`config.mk`:
```
export PLATFORM = sky130hd
export DESIGN_NAME = ad7606c_spi_master
export DESIGN_NICKNAME = d
export VERILOG_FILES = /design/src/rtl/ad7606c_spi_master.sv
export SDC_FILE = /design/constraint.sdc
export NUM_CORES = 1
export LEC_CHECK = 0
export BUFFER_PORTS_ARGS = -buffer_cell sky130_fd_sc_hd__buf_2
export CAP_MARGIN = 20
export CELL_PAD_IN_SITES_DETAIL_PLACEMENT = 0
export CELL_PAD_IN_SITES_GLOBAL_PLACEMENT = 1
export CORE_MARGIN = 2
export CORE_UTILIZATION = 45
export CTS_CLUSTER_SIZE = 16
export DETAILED_ROUTE_END_ITERATION = 7
export MAX_ROUTING_LAYER = met4
export PLACE_DENSITY_LB_ADDON = 0.1
export SLEW_MARGIN = 0
export SYNTH_ARGS = -nofsm -noshare
export SYNTH_HDL_FRONTEND = slang
export SYNTH_SLANG_ARGS = --single-unit
```
`constraint.sdc`:
```
create_clock -name i_clk -period 17.7 [get_ports i_clk]
set_clock_uncertainty 0.1 [all_clocks]
set_input_delay 3.54 -clock i_clk [delete_from_list [all_inputs] [get_ports i_clk]]
set_output_delay 3.54 -clock i_clk [all_outputs]
set_load 0.01 [all_outputs]
```
`src/rtl/ad7606c_spi_master.sv`:
```
// SPI master for the AD7606C secondary ADC: runs data-read and register-write frames,
// drives SCLK/CS_N/MOSI and deserialises the parallel DOUT lines into eight channel words.
module ad7606c_spi_master #(
  parameter int CLK_DIV  = 4,
  parameter int DOUT_NUM = 2
) (
  input  logic                i_clk,
  input  logic                i_rst,
  input  logic                i_adc_spi_start,
  output logic                o_adc_spi_done,
  input  logic                i_init_spi_start,
  output logic                o_init_spi_done,
  input  logic [15:0]         i_init_data,
  input  logic                i_cpol,
  input  logic                i_cpha,
  output logic                o_sclk,
  output logic                o_cs_n,
  output logic                o_mosi,
  input  logic [DOUT_NUM-1:0] i_dout,
  output logic [15:0]         o_adc_data_0,
  output logic [15:0]         o_adc_data_1,
  output logic [15:0]         o_adc_data_2,
  output logic [15:0]         o_adc_data_3,
  output logic [15:0]         o_adc_data_4,
  output logic [15:0]         o_adc_data_5,
  output logic [15:0]         o_adc_data_6,
  output logic [15:0]         o_adc_data_7,
  output logic [15:0]         o_init_rdata,
  output logic                o_busy
);

  localparam int         RD_BITS      = 128 / DOUT_NUM;
  localparam int         R0_LSB       = 128 - RD_BITS;
  localparam logic [7:0] DIV_LAST     = 8'(CLK_DIV - 1);
  localparam logic [8:0] RD_EDGE_LAST = 9'(2 * RD_BITS - 1);
  localparam logic [8:0] WR_EDGE_LAST = 9'd31;

  typedef enum logic [2:0] {
    S_IDLE,
    S_CS_SETUP,
    S_SHIFT,
    S_CS_HOLD,
    S_DONE
  } state_t;

  state_t         state_q, state_d;
  logic [7:0]     div_q, div_d;
  logic [8:0]     edge_q, edge_d;
  logic           init_frame_q, init_frame_d;
  logic           cpol_q, cpol_d;
  logic           cpha_q, cpha_d;
  logic           sclk_q, sclk_d;
  logic           cs_n_q, cs_n_d;
  logic           mosi_q, mosi_d;
  logic           busy_q, busy_d;
  logic           adc_done_q, adc_done_d;
  logic           init_done_q, init_done_d;
  logic [127:0]   ch_q, ch_d;
  logic [15:0]    init_rdata_q, init_rdata_d;
  logic [15:0]    tx_q, tx_d;
  logic [127:0]   rx_q, rx_d;
  logic [127:0]   rx_shift;
  logic [8:0]     edge_last;

  // Line 0 occupies the top of rx, so after a full read frame the vector reads ch0..ch7 from the MSB down.
  for (genvar k = 0; k < DOUT_NUM; k++) begin : g_line
    localparam int HI = 127 - k * RD_BITS;
    assign rx_shift[HI -: RD_BITS] = {rx_q[HI-1 -: RD_BITS-1], i_dout[k]};
  end

  assign edge_last = init_frame_q ? WR_EDGE_LAST : RD_EDGE_LAST;

  always_comb begin
    state_d      = state_q;
    div_d        = div_q;
    edge_d       = edge_q;
    init_frame_d = init_frame_q;
    cpol_d       = cpol_q;
    cpha_d       = cpha_q;
    sclk_d       = sclk_q;
    cs_n_d       = cs_n_q;
    mosi_d       = mosi_q;
    busy_d       = busy_q;
    adc_done_d   = 1'b0;
    init_done_d  = 1'b0;
    ch_d         = ch_q;
    init_rdata_d = init_rdata_q;
    tx_d         = tx_q;
    rx_d         = rx_q;

    case (state_q)
      S_IDLE: begin
        sclk_d = i_cpol;
        div_d  = 8'd0;
        edge_d = 9'd0;
        // Init start wins a tie; the adc start is simply dropped.
        if (i_init_spi_start || i_adc_spi_start) begin
          state_d      = S_CS_SETUP;
          init_frame_d = i_init_spi_start;
          cpol_d       = i_cpol;
          cpha_d       = i_cpha;
          busy_d       = 1'b1;
          cs_n_d       = 1'b0;
          mosi_d       = 1'b0;
          tx_d         = i_init_data;
          if (i_init_spi_start && !i_cpha) begin
            mosi_d = i_init_data[15];
            tx_d   = {i_init_data[14:0], 1'b0};
          end
        end
      end

      S_CS_SETUP: begin
        div_d = div_q + 8'd1;
        if (div_q == DIV_LAST) begin
          div_d   = 8'd0;
          state_d = S_SHIFT;
        end
      end

      S_SHIFT: begin
        div_d = div_q + 8'd1;
        if (div_q == DIV_LAST) begin
          div_d  = 8'd0;
          sclk_d = ~sclk_q;
          edge_d = edge_q + 9'd1;
          // Even edge counts are leading edges; capture uses i_dout before this toggle lands.
          if (edge_q[0] == cpha_q) begin
            rx_d = rx_shift;
          end else if (init_frame_q) begin
            mosi_d = tx_q[15];
            tx_d   = {tx_q[14:0], 1'b0};
          end
          if (edge_q == edge_last) begin
            edge_d  = 9'd0;
            state_d = S_CS_HOLD;
          end
        end
      end

      S_CS_HOLD: begin
        div_d = div_q + 8'd1;
        if (div_q == DIV_LAST) begin
          div_d   = 8'd0;
          state_d = S_DONE;
          if (init_frame_q) begin
            init_done_d  = 1'b1;
            init_rdata_d = rx_q[R0_LSB +: 16];
          end else begin
            adc_done_d = 1'b1;
            ch_d       = rx_q;
          end
        end
      end

      S_DONE: begin
        // CS_N is released leaving DONE so back-to-back frames see exactly one idle CS_N cycle.
        state_d = S_IDLE;
        busy_d  = 1'b0;
        cs_n_d  = 1'b1;
      end

      default: begin
        state_d = S_IDLE;
      end
    endcase
  end

  always_ff @(posedge i_clk or posedge i_rst) begin
    if (i_rst) begin
      state_q      <= S_IDLE;
      div_q        <= 8'd0;
      edge_q       <= 9'd0;
      init_frame_q <= 1'b0;
      cpol_q       <= 1'b0;
      cpha_q       <= 1'b0;
      sclk_q       <= 1'b0;
      cs_n_q       <= 1'b1;
      mosi_q       <= 1'b0;
      busy_q       <= 1'b0;
      adc_done_q   <= 1'b0;
      init_done_q  <= 1'b0;
      ch_q         <= '0;
      init_rdata_q <= '0;
    end else begin
      state_q      <= state_d;
      div_q        <= div_d;
      edge_q       <= edge_d;
      init_frame_q <= init_frame_d;
      cpol_q       <= cpol_d;
      cpha_q       <= cpha_d;
      sclk_q       <= sclk_d;
      cs_n_q       <= cs_n_d;
      mosi_q       <= mosi_d;
      busy_q       <= busy_d;
      adc_done_q   <= adc_done_d;
      init_done_q  <= init_done_d;
      ch_q         <= ch_d;
      init_rdata_q <= init_rdata_d;
    end
  end

  // Shift registers are fully rewritten by every frame before use, so they carry no reset.
  always_ff @(posedge i_clk) begin
    tx_q <= tx_d;
    rx_q <= rx_d;
  end

  assign o_sclk          = sclk_q;
  assign o_cs_n          = cs_n_q;
  assign o_mosi          = mosi_q;
  assign o_busy          = busy_q;
  assign o_adc_spi_done  = adc_done_q;
  assign o_init_spi_done = init_done_q;
  assign o_init_rdata    = init_rdata_q;
  assign o_adc_data_0    = ch_q[127:112];
  assign o_adc_data_1    = ch_q[111:96];
  assign o_adc_data_2    = ch_q[95:80];
  assign o_adc_data_3    = ch_q[79:64];
  assign o_adc_data_4    = ch_q[63:48];
  assign o_adc_data_5    = ch_q[47:32];
  assign o_adc_data_6    = ch_q[31:16];
  assign o_adc_data_7    = ch_q[15:0];

endmodule

```
* Yosys cells after proc, flatten, opt, wreduce, memory -nomap -nowiden *
Cells that the tools add are included.

storage, ports and cells
  register bits = 316
  output and inout port bits = 150
  word-level logic and storage cells = 85
  input bits = 24

cells by class
  muxes and demuxes = 36
  bitwise gates (word level) = 2
  $add $sub $neg = 2
  reductions and logical operators = 16
  equal/unequal tests = 14

operator list
  kind                   count
  $mux W16               5
  $pmux W16 S2           1
  $mux W9                2
  $pmux W9 S2            1
  $pmux W8 S2            1
  $mux W3                5
  $mux W1                14
  $ne A2 B2 Y1 const B   7
  $pmux W3 S4            1
  $reduce_and A5 Y1      2
  $add A9 B1 Y9 const B  1
  $eq A9 B7 Y1           1
  $reduce_and A3 Y1      3
  $add A8 B1 Y8 const B  1
  $eq A8 B2 Y1 const B   1
  $mux W8                1
  $pmux W1 S2            4
  $mux W7                1
  $eq A3 B2 Y1 const B   2
  $reduce_and A2 Y1      3
  $reduce_bool A2 Y1     3
  $eq A3 B1 Y1 const B   1
  $eq A3 B3 Y1 const B   1
  $logic_not A3 Y1       1
  other kinds (6)        7

* Longest topological paths before layout *
Gate-level depths: netlist (run 1).

  depth in word-level cells = 5
  gate-level depth with buffers = 7
  gate-level depth less buffers = 5

* Worst setup path before layout (run 1) *
No wires, ideal clock.

  path kind = register to register
  start point = register div_q[0]
  end point = register rx_q[0], enable pin
  data required time = 16.672 ns
  cell stages (with the launch flop) = 5
  path buffers = 0
  arrival time = 13.312 ns
  setup slack = 3.360 ns
  clock period less this slack = 14.340 ns
  library setup time = 0.928 ns
  path through = dfrtp_1 -> ha_1 -> nor4b_4 -> nand2_4 -> nor4_1

between the ends
  longest elaborated chain between the ends = 2

RTL lines
  item                                line  source
  start: declaration                  47    logic [7:0] div_q, div_d;
  start signal: assignment            187   div_q <= div_d;
  $eq A8 B2 Y1                        123   if (div_q == DIV_LAST) begin
  $reduce_and A3 Y1 (no source line)  --
  end signal: assignment              206   rx_q <= rx_d;
  end: declaration                    61    logic [127:0] rx_q, rx_d;

No other way between the ends.
A chain may end at the register's enable or synchronous reset.

* Worst setup path after layout (run 1) *
  start point = register cs_n_q, in the netlist o_cs_n
  end point = output o_cs_n

RTL lines
  item                      line  source
  start: declaration        53    logic cs_n_q, cs_n_d;
  start signal: assignment  193   cs_n_q <= cs_n_d;
  end: declaration          17    output logic o_cs_n,

No word-level cell between the ends.

==> reports/results.md, run 1 <==
| Result | This run | Unit |
| --- | --- | --- |
| Outcome | finished clean | - |
| Final global-route overflow total | 0 | - |
| Number of instances in the placed design | 1146 | - |
| Mapped Cells | 658 | - |
| Global-route total usage across every layer | 17.02 | % |
| TritonRoute pass-1 iters | 5 | - |
| Crit-path max cell delay | 530 | ps |
| Compound-gate portion of the synthesized area | 2.723 | % |
| Post-Synth XOR/XNOR Area | 0.5821 | % |
| Dominant cells by area after synthesis | edfxtp_1 36%, dfrtp_1 36%, mux2_4 12% | - |
| Number of cells on the critical path | 1 | - |
| Largest net degree at the start of global routing | 111 | - |
| Netlist area before placement | 0.01204 | mm² |
| Number of inserted filler cells in the final layout | 2129 | - |
| Transition time at the pin with the least slew margin | 1039 | ps |
| DR WL/cell | 19.00 | µm |
| CP max FO | 2 | - |
| Final cycle utilization of the critical path | 27.03 | % |
| Final wirelength | 23010 | µm |
| Syn Nets | 684 | - |
| Placer Congestion | 0.7837 | - |
| Total internal power | 0.001682 | W |
| Proportion of synthesized flip-flops having asynchronous set or reset | 54.43 | % |
| Mux contribution to synthesized area | 18.11 | % |
| Critical-path cell with the highest stage delay | dfstp_2 | - |
| Clk_lat worst skew | 510 | ps |
| Min Tclk post-route | 4784 | ps |
| Final-layout setup total negative slack | 0 | ps |
| Utilization of the core after routing | 54.34 | % |
| Data arrival time at the worst-slack endpoint | 1140 | ps |
| Req. time, crit path | 14060 | ps |
| Count of routing violations after the opening detailed-route iteration | 350 | - |
| Pwr Density | 166.7 | mW/mm² |
| Fraction of layout instances using a drive strength above 1 | 43.15 | % |
| TritonCTS clock tree | yes | - |
| Post-synth top flop | dfrtp_1 | - |
| Post-route DRC | 0 | - |
| Setup Fix Bufs, Post-CTS | 0 | - |
| Sw Share | 28.96 | % |
| # setup viols final | 0 | - |
| Clock tree root driver cell | clkbuf_16 | - |
| Cell accounting for the most synthesized area | edfxtp_1 | - |
| Area taken by flip-flops and latches | 0.008630 | mm² |
| Post-synthesis sequential area ratio | 71.69 | % |
| RSZ-0062 raised after global routing | no | - |
| Initial antenna violation count | 0 | - |
| Total power | 0.002367 | W |
| Part of the power in the clock network | 29.0 | % |
| Clock-pin slew on the worst setup and hold paths | 60 | ps |
| Max-cap viol count | 0 | - |
| Chip Height | 167.6 | µm |
| Sequence of cells on the critical path | buf_2 | - |
| Max Fclk | 0.2090 | GHz |
| Syn Area/Cell | 18.29 | µm² |
| Number of buffers added on ports | 173 | - |
| Setup crit start kind | flop | - |
| Maximum VDD drop | 83.40 | µV |
| Number of enable-type register cells in the synthesized netlist | 144 | - |
| Final cell count without fillers | 1211 | - |
| Hold Vio Cnt, Final | 0 | - |
| Cell with the most instances after synthesis | dfrtp_1 | - |
| Count of unique library cells instantiated by Yosys | 52 | - |
| Hold Slack | 339.8 | ps |
| Hold_buf cts | 0 | - |
| Post-cts resize count | 0 | - |
| Largest family of logic cells by synthesized area | multiplexers | - |
| Antenna cell count | 0 | - |
| Fin nets | 875 | - |
| Vias | 6216 | - |
| Proportion of power drawn by combinational gates | 25.7 | % |
| Max-slew headroom at the worst pin | 30.44 | % |
| Register bit total from synthesis | 316 | - |
| Core area | 0.02613 | mm² |
| R2R cell count | 7 | - |
| Post-detail-place hpwl | 14270 | µm |
| CP Capture Type | output pin | - |
| Number of CTS-inserted buffers | 35 | - |
| Die area | 0.02807 | mm² |
| Number of sinks handled by clock tree synthesis | 316 | - |
| Area taken by multi-input logic gates | 0.003093 | mm² |
| Post-synthesis simple-gate area fraction | 3.960 | % |
| CTS H-tree depth | 2 | - |
| Hold Path Depth | 0 | - |
| Power dissipated by switching net loads | 0.0006857 | W |
| Via density per instance | 5.133 | - |
| Number of max-slew violations in the final report | 0 | - |
| Most numerous cell types in the synthesized netlist | 171 x dfrtp_1, 144 x edfxtp_1, 100 x mux2_4 | - |
| Leakage component of the power | 6.016 | nW |
| Initial core utilization | 46.06 | % |
| Count of synthesis-stage warnings from yosys | 0 | - |
| Kind of path behind the tightest hold check | reg -> reg | - |
| Via count of the first global-routing pass | 6390 | - |
| Delay-heaviest family, CP | flip-flops | - |
| Global-route wire length before repair | 36980 | µm |
| I/O pin count | 174 | - |
| Post-route antenna net violation count | 0 | - |
| Synthesized-area fraction occupied by adder cells | 0.2079 | % |
| Buffers plus inverters on the worst setup path | 1 | - |
| Maximum clock insertion buffer count | 3 | - |
| Proportion of power drawn by flip-flops and latches | 45.3 | % |
| Worst Path Class, Setup | reg -> out | - |
| X dimension of the die | 167.6 | µm |
| Fraction of synthesized cell area taken by the top area cell type | 35.92 | % |
| Synthesis-to-layout area growth | 17.97 | % |
| Row cnt | 59 | - |
==> path summary, 6_finish.rpt <==
| check | start | end | slack [ps] |
|---|---|---|---|
| setup / recovery | o_cs_n$_DFFE_PP1P_ | o_cs_n | 12920 |
| hold / removal | rx_q[116]$_DFFE_PP_ | rx_q[117]$_DFFE_PP_ | 340 |
| setup reg to reg | div_q[0]$_DFFE_PP0P_ | ch_q[52]$_DFFE_PP0P_ | 14020 |
| hold reg to reg | rx_q[116]$_DFFE_PP_ | rx_q[117]$_DFFE_PP_ | 340 |
| max in group asynchronous | i_rst | ch_q[7]$_DFFE_PP0P_ | 13080 |
| min in group asynchronous | i_rst | ch_q[92]$_DFFE_PP0P_ | 2840 |
==> registers in the layout, summed over array words and instances (netlist names) <==
register and cells:
o_adc_spi_done 1, rx_q 128, div_q 8, o_mosi 1
ch_q 128, edge_q 9, o_cs_n 1, o_init_rdata 16
cpha_q 1, state_q 3, init_frame_q 1, tx_q 16
o_init_spi_done 1, o_sclk 1, o_busy 1
==> power by group through the flow <==
stage	clock (W)	sequential, W	combinational, W
finish	0.000686	0.00107	0.000608
global route	0.000739	0.00110	0.000659
CTS	0.000702	0.00108	0.000620
detailed placement	0	0.00109	0.000618
global placement	0	0.00108	0.000610
floorplan	0	0.00114	0.000319
==> cell usage in the layout (no fill, tap or decap), types with 3 or more instances in the layout <==
cell type	instances
nand2_1	28
buf_2	173
edfxtp_1	144
o21ai_0	31
xor2_1	6
nand3_1	9
inv_1	3
and3_1	4
clkbuf_8	6
nor3_1	3
clkbuf_16	36
dfrtp_1	171
nor2_1	14
mux2_4	100
o31ai_1	3
a211oi_1	3
clkbuf_1	14
buf_4	7
mux2_2	37
clkinv_2	5
mux2_1	9
mux2i_1	16
a21oi_1	5
==> routing by layer <==
| metal | part of all wire, % | track usage, % |
|---|---|---|
| met1 | 47 | 23.75 |
| met2 | 46 | 25.28 |
| met3 | 5.6 | 4.042 |
| met4 | 1.9 | 4.537 |
| met5 | 0 | - |
==> cell type report <==
type                    instances  area share [%]
well taps                     335           2.952
clock buffers                  56           7.295
repair buffers                181           6.661
inverters                       5          0.1674
flip-flops and latches        316           60.77
clock inverters                 8          0.3789
multi-input cells             310           21.78
==> logic make-up after synthesis <==
logic type / Yosys count
multiplexers: 162
AO/OA/AOI/OAI: 55
adder cells (fa/ha/maj): 2
XOR/XNOR: 8
flip-flops: 316
buffers and inverters: 32
AND/OR/NAND/NOR: 83
==> per-stage QoR <==
step	setup WS (ps)	instance area, µm²
finish	12920	14200
global route	12780	14200
CTS	12720	14170
detailed placement	12180	13080
global placement	12300	13080
floorplan	3360	12040
No activity file was read; power rests on OpenSTA's default activity.
==> run 2: changes to the inputs <==
- ABC_AREA: default -> 1
- clock period: 17.7 -> 4.56 ns (I/O delays scaled with it)
==> run 2 against run 1 <==
Effect of this change:
- design area is 2.3% lower
- flip-flop and latch count stayed put
- routed wire length is 1.4% higher
- global-route usage is 1.2 points higher
- area after synthesis is 4.2% lower
- register-to-register slack worse by 12000 ps
- via count is 19% higher
- synthesized cell count is 54% higher
- sequential share of layout area is 1.5 points higher
==> reports/results.md, run 2 <==
| Result | This run | Unit | Delta |
| --- | --- | --- | --- |
| Outcome | finished clean | - |  |
| Largest net degree at the start of global routing | 173 | - | +56% |
| Area taken by multi-input logic gates | 0.002541 | mm² | -18% |
| Via count of the first global-routing pass | 7111 | - | +11% |
| CP Capture Type | flop | - |  |
| Hold Vio Cnt, Final | 0 | - | unchanged |
| Finished Cell Area | 0.01387 | mm² | -2.3% |
| Most frequent standard cell in the layout excluding fill and tap cells | nand2_1 | - |  |
| Final cycle utilization of the critical path | 63.34 | % |  |
| Clk_lat worst skew | 500 | ps | about the same |
| Hold_buf cts | 0 | - | unchanged |
| Number of sinks handled by clock tree synthesis | 316 | - | unchanged |
| Post-route DRC | 0 | - | unchanged |
| Antenna cell count | 0 | - | unchanged |
| Largest registers | ch_q: 128 flops, rx_q: 128 flops | - |  |
| Proportion of synthesized flip-flops having asynchronous set or reset | 54.43 | % | unchanged |
| Global-route total usage across every layer | 18.17 | % | +1.2 points |
| Register bit total from synthesis | 316 | - | unchanged |
| Most numerous cell types in the synthesized netlist | 466 x nand2_1, 171 x dfrtp_1, 144 x edfxtp_1 | - |  |
| Transition time at the pin with the least slew margin | 1028 | ps | -10.60 ps |
| I/O pin count | 174 | - | unchanged |
| Row cnt | 58 | - | -1.7% |
| Number of CTS-inserted buffers | 34 | - | -2.9% |
| Final-layout setup total negative slack | 0 | ps | unchanged |
| Worst Path Class, Setup | reg -> reg | - |  |
| Netlist area before placement | 0.01154 | mm² | -4.2% |
| Die area | 0.02694 | mm² | -4.1% |
| Fin nets | 1217 | - | +39% |
| Number of max-slew violations in the final report | 0 | - | unchanged |
| Data arrival time at the worst-slack endpoint | 2900 | ps | +1760 ps |
| Max-slew headroom at the worst pin | 31.47 | % | +1.0 points |
| Number of enable-type register cells in the synthesized netlist | 144 | - | unchanged |
| RSZ-0062 raised after global routing | no | - |  |
| Initial antenna violation count | 0 | - | unchanged |
| Initial core utilization | 45.82 | % | -0.25 points |
| Setup crit start kind | flop | - |  |
| Req. time, crit path | 4570 | ps | -9490 ps |
| Clock tree root driver cell | clkbuf_16 | - |  |
| Pwr Density | 627.6 | mW/mm² | +280% |
| Post-synth top flop | dfrtp_1 | - |  |
| Post-cts resize count | 0 | - | unchanged |
| Max Fclk | 0.3462 | GHz |  |
| Fraction of layout instances using a drive strength above 1 | 20.30 | % | -23 points |
| Count of synthesis-stage warnings from yosys | 0 | - | unchanged |
| TritonCTS clock tree | yes | - |  |
| Cell with the most instances after synthesis | nand2_1 | - |  |
| Total power | 0.008704 | W | +270% |
| Syn Area/Cell | 11.41 | µm² | -38% |
| Max-cap viol count | 0 | - | unchanged |
| Number of inserted filler cells in the final layout | 2219 | - | +4.2% |
| Kind of path behind the tightest hold check | reg -> reg | - |  |
| Post-route antenna net violation count | 0 | - | unchanged |
| Dominant cells by area after synthesis | edfxtp_1 37%, dfrtp_1 37%, nand2_1 15% | - |  |
| Fraction of synthesized cell area taken by the top area cell type | 37.48 | % | +1.6 points |
| Via density per instance | 4.770 | - | -7.1% |
| Core area | 0.02518 | mm² | -3.6% |
| CP max FO | 78 | - | +76 |
| Count of routing violations after the opening detailed-route iteration | 557 | - | +59% |
| TritonRoute pass-1 iters | 5 | - | unchanged |
| Leakage component of the power | 6.650 | nW | +11% |
| Post-synthesis sequential area ratio | 74.80 | % | +3.1 points |
| Placer Congestion | 0.8028 | - | +2.4% |
| Final global-route overflow total | 0 | - | unchanged |
| Cell accounting for the most synthesized area | edfxtp_1 | - |  |
| Final wirelength | 23350 | µm | +1.4% |
| Maximum clock insertion buffer count | 3 | - | unchanged |
| DR WL/cell | 15.09 | µm | -21% |
| Chip Height | 164.1 | µm | -2.1% |
| # setup viols final | 0 | - | unchanged |
| Synthesis-to-layout area growth | 20.22 | % |  |
| Min Tclk post-route | 2888 | ps |  |
| Leading cell types in the layout, fill and taps excluded | 466 x nand2_1, 173 x buf_2, 171 x dfrtp_1, 144 x edfxtp_1, 41 x o21ai_0 | - |  |
| Post-detail-place hpwl | 13740 | µm | -3.7% |
| Count of unique library cells instantiated by Yosys | 29 | - | -44% |
| Area taken by flip-flops and latches | 0.008630 | mm² | unchanged |
| CTS H-tree depth | 2 | - | unchanged |
| Placed cell areas | 0.01269 | mm² | -3.0% |
| Number of buffers added on ports | 173 | - | unchanged |
| Maximum VDD drop | 293.9 | µV | +250% |
| Global-route wire length before repair | 37490 | µm | +1.4% |
| Clock-pin slew on the worst setup and hold paths | 60 | ps | about the same |
| Vias | 7379 | - | +19% |
| Setup Fix Bufs, Post-CTS | 0 | - | unchanged |
| Mapped Cells | 1011 | - | +54% |
| Syn Nets | 1037 | - | +52% |
| X dimension of the die | 164.1 | µm | -2.1% |
==> run 2: final timing paths <==
check | from | end | slack, ps | cells after the start
worst min register to register | rx_q[63]$_DFFE_PP_ | ch_q[63]$_DFFE_PP0P_ | 340 | 2
worst max register to register | state_q[2]$_DFFE_PP0P_ | rx_q[112]$_DFFE_PP_ | 1670 | 7
worst max-delay path | state_q[2]$_DFFE_PP0P_ | rx_q[112]$_DFFE_PP_ | 1670 | 7
min in group asynchronous | i_rst | o_busy$_DFFE_PP0P_ | 580 | 3
max in group asynchronous | i_rst | ch_q[19]$_DFFE_PP0P_ | 3050 | 3
worst min-delay path | rx_q[63]$_DFFE_PP_ | ch_q[63]$_DFFE_PP0P_ | 340 | 2
==> run 2: cell families after synthesis <==
kind of cell	after synthesis	synth area share, %
compound gates	66	3.134
xor+xnor	4	0.3036
fa+ha+maj	2	0.2169
buf+inv	81	3.340
flops	316	74.80
simple gates	542	18.21
==> run 2: through the flow <==
stage / std cells / util, % / setup slack [ps] / hold WS, ps
after floorplan: 1011 / - / 920.0 / 318.4
after global placement: 1484 / 50.39 / 1699 / 323.6
after detailed placement: 1484 / 50.39 / 1633 / 324.6
after CTS: 1546 / 55.02 / 1615 / 339.3
after global routing: 1547 / 55.08 / 1403 / 351.2
final: 1547 / 55.08 / 1672 / 339.1
==> run 2: power by group <==
part / switching (W) / internal (W)
combinational: 0.00112 / 0.000706
sequential: 0.000403 / 0.00369
clock: 0.00107 / 0.00171
total: 0.00260 / 0.00611
==> run 2: layout make-up <==
class                   instances  area share (%)
flip-flops and latches        316           62.22
multi-input cells             614           18.32
clock buffers                  53           7.912
repair buffers                182           6.874
well taps                     330           2.977
inverters                      43           1.200
clock inverters                 9          0.4962
==> run 2: worst max-delay path: stages (launching register included) <==
cell and delay [ps]:
dfrtp_1 500, nor2_1 270, nand2_1 80, buf_4 250, inv_2 160, nand2_1 130
a21oi_4 160, buf_4 800
==> run 2: metal layers <==
layer	up-vias	wire (µm)	global-route usage, %
met2	195	9956	25.26
met5	-	0	-
met3	46	1550	4.343
met1	3503	11300	26.38
met4	0	543	5.941
li1	3635	-	-
==> run 3: changes to the inputs <==
- ABC_AREA: 1 -> 0
- CORE_UTILIZATION: 45 -> 44
- clock period: 4.56 -> 2.45 ns (I/O delays scaled with it)
==> run 3 against run 2 <==
Effect of this change:
- count of clock-buffer cells in the layout shrank 10
- first-iteration DRC count down 41%
- utilization shrank 1.0 points
- global-route usage down 1.8 points
- critical path type unchanged
- largest power group unchanged
==> reports/results.md, run 3 (same netlist as run 1, synthesis figures left out) <==
| Result | This run | Unit | Delta |
| --- | --- | --- | --- |
| Clock-pin slew on the worst setup and hold paths | 60 | ps | about the same |
| Via density per instance | 5.027 | - | +5.4% |
| Global-route wire length before repair | 36100 | µm | -3.7% |
| Busiest layer in global routing | met2 | - |  |
| Chip Height | 169.4 | µm | +3.2% |
| Row cnt | 60 | - | +3.4% |
| Number of sinks handled by clock tree synthesis | 316 | - | unchanged |
| Setup slack of the worst register-to-register path | 170 | ps | -1500 ps |
| Max-cap viol count | 0 | - | unchanged |
| Number of CTS-inserted buffers | 34 | - | unchanged |
| Final global-route overflow total | 0 | - | unchanged |
| I/O pin count | 174 | - | unchanged |
| Worst Path Class, Setup | reg -> reg | - |  |
| Post-route antenna net violation count | 0 | - | unchanged |
| Via count of the first global-routing pass | 6485 | - | -8.8% |
| Transition time at the pin with the least slew margin | 528.4 | ps | -499.7 ps |
| Hold Path Depth | 1 | - | -1 |
| Utilization of the core after routing | 54.05 | % | -1.0 points |
| Post-route DRC | 0 | - | unchanged |
| X dimension of the die | 169.4 | µm | +3.2% |
| Total power | 0.01719 | W | +97% |
| Antenna cell count | 0 | - | unchanged |
| Critical register-to-register path startpoint | div_q[1]$_DFFE_PP0P_ | - |  |
| HP Start | i_dout[1] | - |  |
| # setup viols final | 0 | - | unchanged |
| TritonRoute pass-1 iters | 4 | - | -1 |
| Number of instances in the placed design | 1176 | - | -21% |
| Number of buffers added on ports | 173 | - | unchanged |
| Final cycle utilization of the critical path | 93.09 | % | +30 points |
| Number of max-slew violations in the final report | 0 | - | unchanged |
| Fraction of layout instances using a drive strength above 1 | 45.56 | % | +25 points |
| Maximum VDD drop | 557.2 | µV | +90% |
| Pwr Density | 1183 | mW/mm² | +89% |
| Hold path endpoint | rx_q[0]$_DFFE_PP_ | - |  |
| Largest net degree at the start of global routing | 57 | - | -67% |
| Die area | 0.02870 | mm² | +6.5% |
| Max-slew headroom at the worst pin | 64.74 | % | +33 points |
| R2R cell count | 6 | - | -1 |
| TritonCTS clock tree | yes | - |  |
| Worst r2r dst | rx_q[11]$_DFFE_PP_ | - |  |
| CP max FO | 37 | - | -53% |
| Met2 Track Usage GR | 24.81 | % | -0.45 points |
| Vias | 6238 | - | -15% |
| Timing startpoint of the critical path | div_q[1]$_DFFE_PP0P_ | - |  |
| Most frequent standard cell in the layout excluding fill and tap cells | buf_2 | - |  |
| Leading cell types in the layout, fill and taps excluded | 173 x buf_2, 171 x dfrtp_1, 144 x edfxtp_1, 100 x mux2_4, 37 x mux2_2 | - |  |
| Count of routing violations after the opening detailed-route iteration | 329 | - | -41% |
| Placer Congestion | 0.8053 | - | +0.31% |
| Initial antenna violation count | 0 | - | unchanged |
| Post-detail-place hpwl | 14610 | µm | +6.3% |
| CTS H-tree depth | 2 | - | unchanged |
| Final cell count without fillers | 1241 | - | -20% |
| Finished Cell Area | 0.01453 | mm² | +4.7% |
| Final wirelength | 22630 | µm | -3.1% |
| CP Capture Type | flop | - |  |
| Setup crit start kind | flop | - |  |
| RSZ-0062 raised after global routing | no | - |  |
| Outcome | finished clean | - |  |
| Largest registers | ch_q: 128 flops, rx_q: 128 flops | - |  |
| Clock tree root driver cell | clkbuf_16 | - |  |
| Global-route total usage across every layer | 16.36 | % | -1.8 points |
| Maximum clock insertion buffer count | 3 | - | unchanged |
| Global-route met1 utilization | 22.68 | % | -3.7 points |
| Global Route met3 Usage | 3.428 | % | -0.92 points |
| Kind of path behind the tightest hold check | in -> reg | - |  |
| Leakage component of the power | 6.173 | nW | -7.2% |
| Max Fclk | 0.4385 | GHz | +27% |
| Synthesis-to-layout area growth | 20.67 | % |  |
| Hold Vio Cnt, Final | 0 | - | unchanged |
| Clk_lat worst skew | 500 | ps | about the same |
| Core area | 0.02688 | mm² | +6.7% |
| Initial core utilization | 44.79 | % | -1.0 points |
| Fin nets | 901 | - | -26% |
| Req. time, crit path | 2540 | ps | -2030 ps |
| Min Tclk post-route | 2281 | ps | -607.7 ps |
| DR WL/cell | 18.23 | µm | +21% |
| Placed cell areas | 0.01342 | mm² | +5.8% |
| Data arrival time at the worst-slack endpoint | 2370 | ps | -530 ps |
## run 3: cell count changes in the layout (fill, tap and decap cells not counted), sizes merged, moves of 9 or more
cell and change:
nand2 -437, mux2 +146, inv -38, nor2 -27
buf +24, mux2i +16, a31oi -14, nand3 -14
o21ai -10, clkbuf -9
## run 3: cell type report
class | count | area, µm²
multi-input cells | 310 | 3107
fillers | 2221 | 12350
clock buffers | 43 | 915.9
inverters | 5 | 22.52
clock inverters | 18 | 143.9
flip-flops and latches | 316 | 8630
well taps | 341 | 426.7
repair buffers | 208 | 1281
## run 3: power by group
part	switching, W	internal, W
clock	0.00200	0.00287
sequential	0.000770	0.00692
combinational	0.00215	0.00247
total	0.00493	0.0123
## run 3: metrics by stage
| stage | hold WS [ps] | setup TNS, ps | worst slack [ps] |
|---|---|---|---|
| floorplan | 320.4 | -490160 | -3381 |
| global placement | 327.6 | 0 | 111.2 |
| detailed placement | 329.2 | 0 | 44.35 |
| CTS | 35.58 | 0 | 49.98 |
| global route | 49.60 | 0 | 13.44 |
| finish | 66.18 | 0 | 169.4 |
## run 3: layer usage
metal / up-vias / share of wire (%)
met5: - / 0
met4: 0 / 1.5
met3: 31 / 4.9
met2: 164 / 47
met1: 3172 / 47
li1: 2871 / -
## run 3: what timing repair did
| item | CTS | global route |
|---|---|---|
| buffers inserted | 0 | 2 |
| hold endpoints to repair | 7 | 0 |
| hold buffers | 1 | 0 |
| gates resized for setup | 0 | 4 |
| endpoints found under the setup margin | 0 | 116 |
## run 3: worst max path at each step
stage                     endpoint  slack, ps  depth (start not counted)
2_1_floorplan    rx_q[0]$_DFFE_PP_      -3380                          4
3_3_place_gp   ch_q[0]$_DFFE_PP0P_        110                          7
3_5_place_dp   ch_q[1]$_DFFE_PP0P_         40                          7
4_1_cts        ch_q[1]$_DFFE_PP0P_         50                          7
5_1_grt         rx_q[11]$_DFFE_PP_         10                          6
6_report        rx_q[11]$_DFFE_PP_        170                          6
## run 3: worst max-delay path, stage by stage, from the launching register on
cell     delay (ps)
dfrtp_1         410
ha_2            230
nor4b_4         270
nand2_4         120
nor4_4          320
buf_12          250
buf_12          250
